### src/rtl/output_sig.sv
// Output pin driver: buffers codes from core logic in a small FIFO and shows each
// on the registered output for HOLD_CYCLES, separated by GAP_CYCLES of IDLE_VAL.
module output_sig #(
   parameter int unsigned   WIDTH       = 4,
   parameter int unsigned   DEPTH       = 4,
   parameter int unsigned   HOLD_CYCLES = 3,
   parameter int unsigned   GAP_CYCLES  = 1,
   parameter logic [WIDTH-1:0] IDLE_VAL = '0
) (
   input  logic                       clk,
   input  logic                       rst,
   input  logic [WIDTH-1:0]           in,
   input  logic                       in_valid,
   output logic                       in_ready,
   output logic [WIDTH-1:0]           out,
   output logic                       out_active,
   output logic [$clog2(DEPTH):0]     fifo_count
);

   localparam int unsigned AW = $clog2(DEPTH);
   localparam int unsigned CW = AW + 1;
   localparam int unsigned HW = (HOLD_CYCLES > 1) ? $clog2(HOLD_CYCLES) : 1;
   localparam int unsigned GW = (GAP_CYCLES > 1) ? $clog2(GAP_CYCLES) : 1;
   localparam int unsigned GAP_LOAD = (GAP_CYCLES > 0) ? GAP_CYCLES - 1 : 0;

   typedef enum logic [1:0] {S_IDLE, S_SHOW, S_GAP} state_t;

   state_t              state_q, state_d;
   logic [WIDTH-1:0]    mem_q [DEPTH];
   logic [AW-1:0]       wptr_q, rptr_q;
   logic [CW-1:0]       count_q, count_d;
   logic [WIDTH-1:0]    out_q, out_d;
   logic                act_q, act_d;
   logic [HW-1:0]       hcnt_q, hcnt_d;
   logic [GW-1:0]       gcnt_q, gcnt_d;
   logic                push, pop;

   assign in_ready   = !rst && (count_q != CW'(DEPTH));
   assign push       = in_valid && in_ready;
   assign out        = out_q;
   assign out_active = act_q;
   assign fifo_count = count_q;

   always_comb begin
      state_d = state_q;
      out_d   = out_q;
      act_d   = act_q;
      hcnt_d  = hcnt_q;
      gcnt_d  = gcnt_q;
      pop     = 1'b0;
      unique case (state_q)
         S_IDLE: begin
            out_d = IDLE_VAL;
            act_d = 1'b0;
            if (count_q != '0) begin
               pop     = 1'b1;
               out_d   = mem_q[rptr_q];
               act_d   = 1'b1;
               hcnt_d  = HW'(HOLD_CYCLES - 1);
               state_d = S_SHOW;
            end
         end
         S_SHOW: begin
            if (hcnt_q != '0) begin
               hcnt_d = hcnt_q - HW'(1);
            end else if (GAP_CYCLES > 0) begin
               out_d   = IDLE_VAL;
               act_d   = 1'b0;
               gcnt_d  = GW'(GAP_LOAD);
               state_d = S_GAP;
            end else if (count_q != '0) begin
               pop    = 1'b1;
               out_d  = mem_q[rptr_q];
               hcnt_d = HW'(HOLD_CYCLES - 1);
            end else begin
               out_d   = IDLE_VAL;
               act_d   = 1'b0;
               state_d = S_IDLE;
            end
         end
         S_GAP: begin
            if (gcnt_q != '0) begin
               gcnt_d = gcnt_q - GW'(1);
            end else if (count_q != '0) begin
               pop     = 1'b1;
               out_d   = mem_q[rptr_q];
               act_d   = 1'b1;
               hcnt_d  = HW'(HOLD_CYCLES - 1);
               state_d = S_SHOW;
            end else begin
               state_d = S_IDLE;
            end
         end
         default: state_d = S_IDLE;
      endcase
   end

   always_comb begin
      count_d = count_q;
      if (push && !pop)      count_d = count_q + CW'(1);
      else if (pop && !push) count_d = count_q - CW'(1);
   end

   always_ff @(posedge clk) begin
      if (rst) begin
         state_q <= S_IDLE;
         wptr_q  <= '0;
         rptr_q  <= '0;
         count_q <= '0;
         out_q   <= IDLE_VAL;
         act_q   <= 1'b0;
         hcnt_q  <= '0;
         gcnt_q  <= '0;
      end else begin
         state_q <= state_d;
         count_q <= count_d;
         out_q   <= out_d;
         act_q   <= act_d;
         hcnt_q  <= hcnt_d;
         gcnt_q  <= gcnt_d;
         if (push) wptr_q <= wptr_q + AW'(1);
         if (pop)  rptr_q <= rptr_q + AW'(1);
      end
   end

   // Storage needs no reset; only entries below count are ever read.
   always_ff @(posedge clk) begin
      if (push) mem_q[wptr_q] <= in;
   end

endmodule

### config.mk
export PLATFORM = sky130hd
export DESIGN_NAME = output_sig
export DESIGN_NICKNAME = d
export VERILOG_FILES = /design/src/rtl/output_sig.sv
export SDC_FILE = /design/constraint.sdc
export NUM_CORES = 1
export LEC_CHECK = 0
export CORE_MARGIN = 2
export CORE_UTILIZATION = 50
export CTS_CLUSTER_SIZE = 24
export DETAILED_ROUTE_END_ITERATION = 16
export GPL_TIMING_DRIVEN = 0
export PLACE_DENSITY_LB_ADDON = 0.25
export SLEW_MARGIN = 10
export SYNTH_ARGS = -nofsm -noshare
export SYNTH_HDL_FRONTEND = slang
export SYNTH_SLANG_ARGS = --single-unit
### constraint.sdc
create_clock -name clk -period 2.2 [get_ports clk]
set_input_delay 0.44 -clock clk [delete_from_list [all_inputs] [get_ports clk]]
set_output_delay 0.44 -clock clk [all_outputs]
set_load 0.05 [all_outputs]
==> impl_metrics.env <==
export IMPL_initial_utilization_pct=52.1
export IMPL_power_mw=2.39
export IMPL_fin_nets=169
export IMPL_cts_buffer_depth=2
export IMPL_worstMarginPinSlew_ns=0.555
export IMPL_synth_fp_nets=145
export IMPL_pwr_share_clk_pct=13.8
export IMPL_ys_ff_latch=34
export IMPL_min_path_cells=2
export IMPL_finalInstanceArea_um2=1920
export IMPL_insertedDiodeCount=0
export IMPL_die_width_um=60.4
export IMPL_drive_gt1_share_pct=21.7
export IMPL_syn_inst=127
export IMPL_ir_worst_vdd_uv=677
export IMPL_grt_ovfl_total=0
export IMPL_core_area_um2=3050
export IMPL_grt_max_degree=12
export IMPL_drtIter0Drc=27
export IMPL_die_height_um=60.4
export IMPL_ys_warn_count=0
export IMPL_end_kind="output pin"
export IMPL_avgRoutedWirePerCell_um=14.6
export IMPL_clkLatencyLatePin_ns=0.33
export IMPL_tritoncts="yes"
export IMPL_cts_root_buf="clkbuf_4"
export IMPL_grtUsageTotal_pct=18.1
export IMPL_fmax_ghz=0.472
export IMPL_rows=20
export IMPL_reg2reg_depth=9
export IMPL_regToRegStartpoint="state_q[1]$_SDFFE_PP0P_"
export IMPL_antenna_found_initial=0
export IMPL_slew_violations=0
export IMPL_path_max_fanout=10
export IMPL_post_route_util_pct=63.0
export IMPL_syn_to_final_growth_pct=20.8
export IMPL_ant_nets=0
export IMPL_slew_headroom_pct=62.7
export IMPL_hold_path_startpoint="rst"
export IMPL_dpl_cell_area_um2=1820
export IMPL_switching_share_pct=40.2
export IMPL_p_per_area_nw_per_um2=1240
export IMPL_stdcell_count=196
export IMPL_hold_path_class="in2reg"
export IMPL_vias_per_cell=5.38
export IMPL_synth_area_per_cell_um2=12.5
export IMPL_ioPinCount=16
export IMPL_vias=1055
export IMPL_hold_viol_final=0
export IMPL_leakage_nw=0.689
export IMPL_dpl_hpwl_um=2130
export IMPL_max_cap_violations=0
export IMPL_cts_sink_count=34
export IMPL_seq_power_share_pct=39.3
export IMPL_seq_area_frac_synth_pct=52.8
export IMPL_reg2reg_slack_ns=0.11
export IMPL_timing_final_crit_share_pct=96.2
export IMPL_critPathLaunchType="primary input"
export IMPL_drc=0
export IMPL_switchingPower_mw=0.960
export IMPL_syn_area_um2=1590
export IMPL_worst_ep_required_time_ns=1.76
export IMPL_p_int_mw=1.43
export IMPL_grt_pass1_wl_um=4660
export IMPL_skew_ns=0.00388
export IMPL_cts_buffers_inserted=5
export IMPL_postCtsHoldBufs=0
export IMPL_whs_ns=0.431
export IMPL_dieArea_um2=3650
export IMPL_cp_arrival_ns=1.68
export IMPL_dpl_cell_count=185
export IMPL_r2r_end="fifo_count[2]$_SDFFE_PP0P_"
export IMPL_p_comb_share_pct=46.9
export IMPL_crit_type="in2out"
export IMPL_pre_cts_ws_ns=-0.464
export IMPL_final_setup_tns_ns=0
export IMPL_setup_slack_ns=0.0830
export IMPL_period_needed_ns=2.12
export IMPL_numPortBuffers=14
export IMPL_finalSetupViolCount=0
export IMPL_h_tree_depth=2
export IMPL_min_to="state_q[0]$_SDFFE_PP0P_"
export IMPL_clk_pin_slew_worst_paths_ns=0.10
export IMPL_drtPass1Iterations=4
export IMPL_outcome="completed"
export IMPL_yosysUniqueCellTypes=36
export IMPL_totalWireLength_um=2860
export IMPL_place_congestion=0.839
export IMPL_grt_pass1_vias=1015
[layer usage]
| metal | vias up | GRT usage, % | share of wire [%] |
|---|---|---|---|
| met5 | - | 0 | 0 |
| met4 | 0 | 7.76 | 1.1 |
| met3 | 4 | 6.61 | 4.4 |
| met2 | 27 | 29.7 | 50 |
| met1 | 501 | 21.6 | 44 |
| li1 | 523 | - | - |
[power groups by stage]
stage,combinational (mW),sequential [mW],clock [mW]
global placement,1.03,0.936,0
floorplan,0.641,1.10,0
detailed placement,1.06,0.951,0
CTS,1.08,0.938,0.341
finish,1.12,0.937,0.330
global route,1.22,0.961,0.363
[logic make-up after synthesis]
kind of cell,count (synthesis),synth area share [%]
xor+xnor,3,1.65
compound gates,34,15.7
simple gates,22,8.73
mux,7,7.63
buf+inv,16,4.32
fa+ha+maj,11,9.12
flops,34,52.8
[worst max-delay path by stage]
stage,start,endpoint,slack [ns],cells after the start
after floorplan,fifo_count[0]$_SDFFE_PP0P_,fifo_count[2]$_SDFFE_PP0P_,0.005,8
after global placement,in_valid,fifo_count[2]$_SDFFE_PP0P_,-0.44,9
after detailed placement,in_valid,fifo_count[2]$_SDFFE_PP0P_,-0.46,9
after CTS,state_q[0]$_SDFFE_PP0P_,fifo_count[2]$_SDFFE_PP0P_,0.002,9
after global routing,state_q[1]$_SDFFE_PP0P_,fifo_count[2]$_SDFFE_PP0P_,-0.02,9
final,rst,in_ready,0.08,4
[critical path, cell delays in order]
cell and delay [ns]:
clkbuf_2 0.20, clkbuf_1 0.29, a21oi_1 0.19, dlygate4sd2_1 0.55
[cell usage in the layout, fill, tap and decap left out, drive strengths merged, types with 3 or more instances in the layout]
cell type      count
nor2               6
mux4               4
clkdlybuf4s50     13
edfxtp            16
o2111ai            5
buf                5
inv               11
and2               5
o31ai              5
clkbuf             8
or3                3
dfxtp             18
ha                10
o21ai              4
a21oi             11
a211oi             3
[synth_stat cells]
cell	count	area share [%]
o21ai_0	4	1.3
o21a_1	1	0.47
mux2i_1	2	1.3
o211ai_1	1	0.47
nor4b_2	1	0.94
nor2_1	5	1.2
a211oi_4	1	1.3
a21o_1	1	0.47
nor2b_1	1	0.39
fa_1	1	1.3
or4b_4	1	0.86
or3_1	3	1.2
dfxtp_1	18	23
a211oi_1	2	0.94
ha_1	10	7.9
nor2_2	1	0.39
o31ai_1	5	2.4
a31oi_1	1	0.39
clkbuf_1	3	0.71
a21oi_1	10	3.1
buf_6	1	0.71
nor4_1	1	0.39
nand2b_1	2	0.79
mux4_2	4	5.7
nor3_1	2	0.63
o21ba_2	1	0.63
xor2_1	2	1.1
edfxtp_1	16	30
clkbuf_2	1	0.31
o2111ai_1	5	2.8
a21oi_2	1	0.55
o32ai_2	1	1.0
mux2_1	1	0.71
and2_1	5	2.0
xnor2_1	1	0.55
inv_1	11	2.6
[cell type report]
type                    instances  area, um2
repair buffers                 18        169
plain buffers                   4       23.8
clock inverters                 3       16.3
clock buffers                   5       37.5
well taps                      44       55.1
fillers                       260       1130
multi-input cells              77        726
inverters                      11       41.3
flip-flops and latches         34        855
[repair_timing]
| item | CTS | global route |
|---|---|---|
| buffers inserted | 2 | 2 |
| setup endpoints to repair | 2 | 1 |
| resized for setup | 5 | 4 |
| gates cloned | 0 | 0 |
| pin swaps | 1 | 2 |
[sequential cells by signal, indices dropped and copies added, names as in the netlist, named ones only]
signal,cells
out,4
wptr_q,2
hcnt_q,2
rptr_q,2
fifo_count,3
out_active,1
mem_q,16
state_q,2
Note: power is estimated with default switching activity, not from simulation.
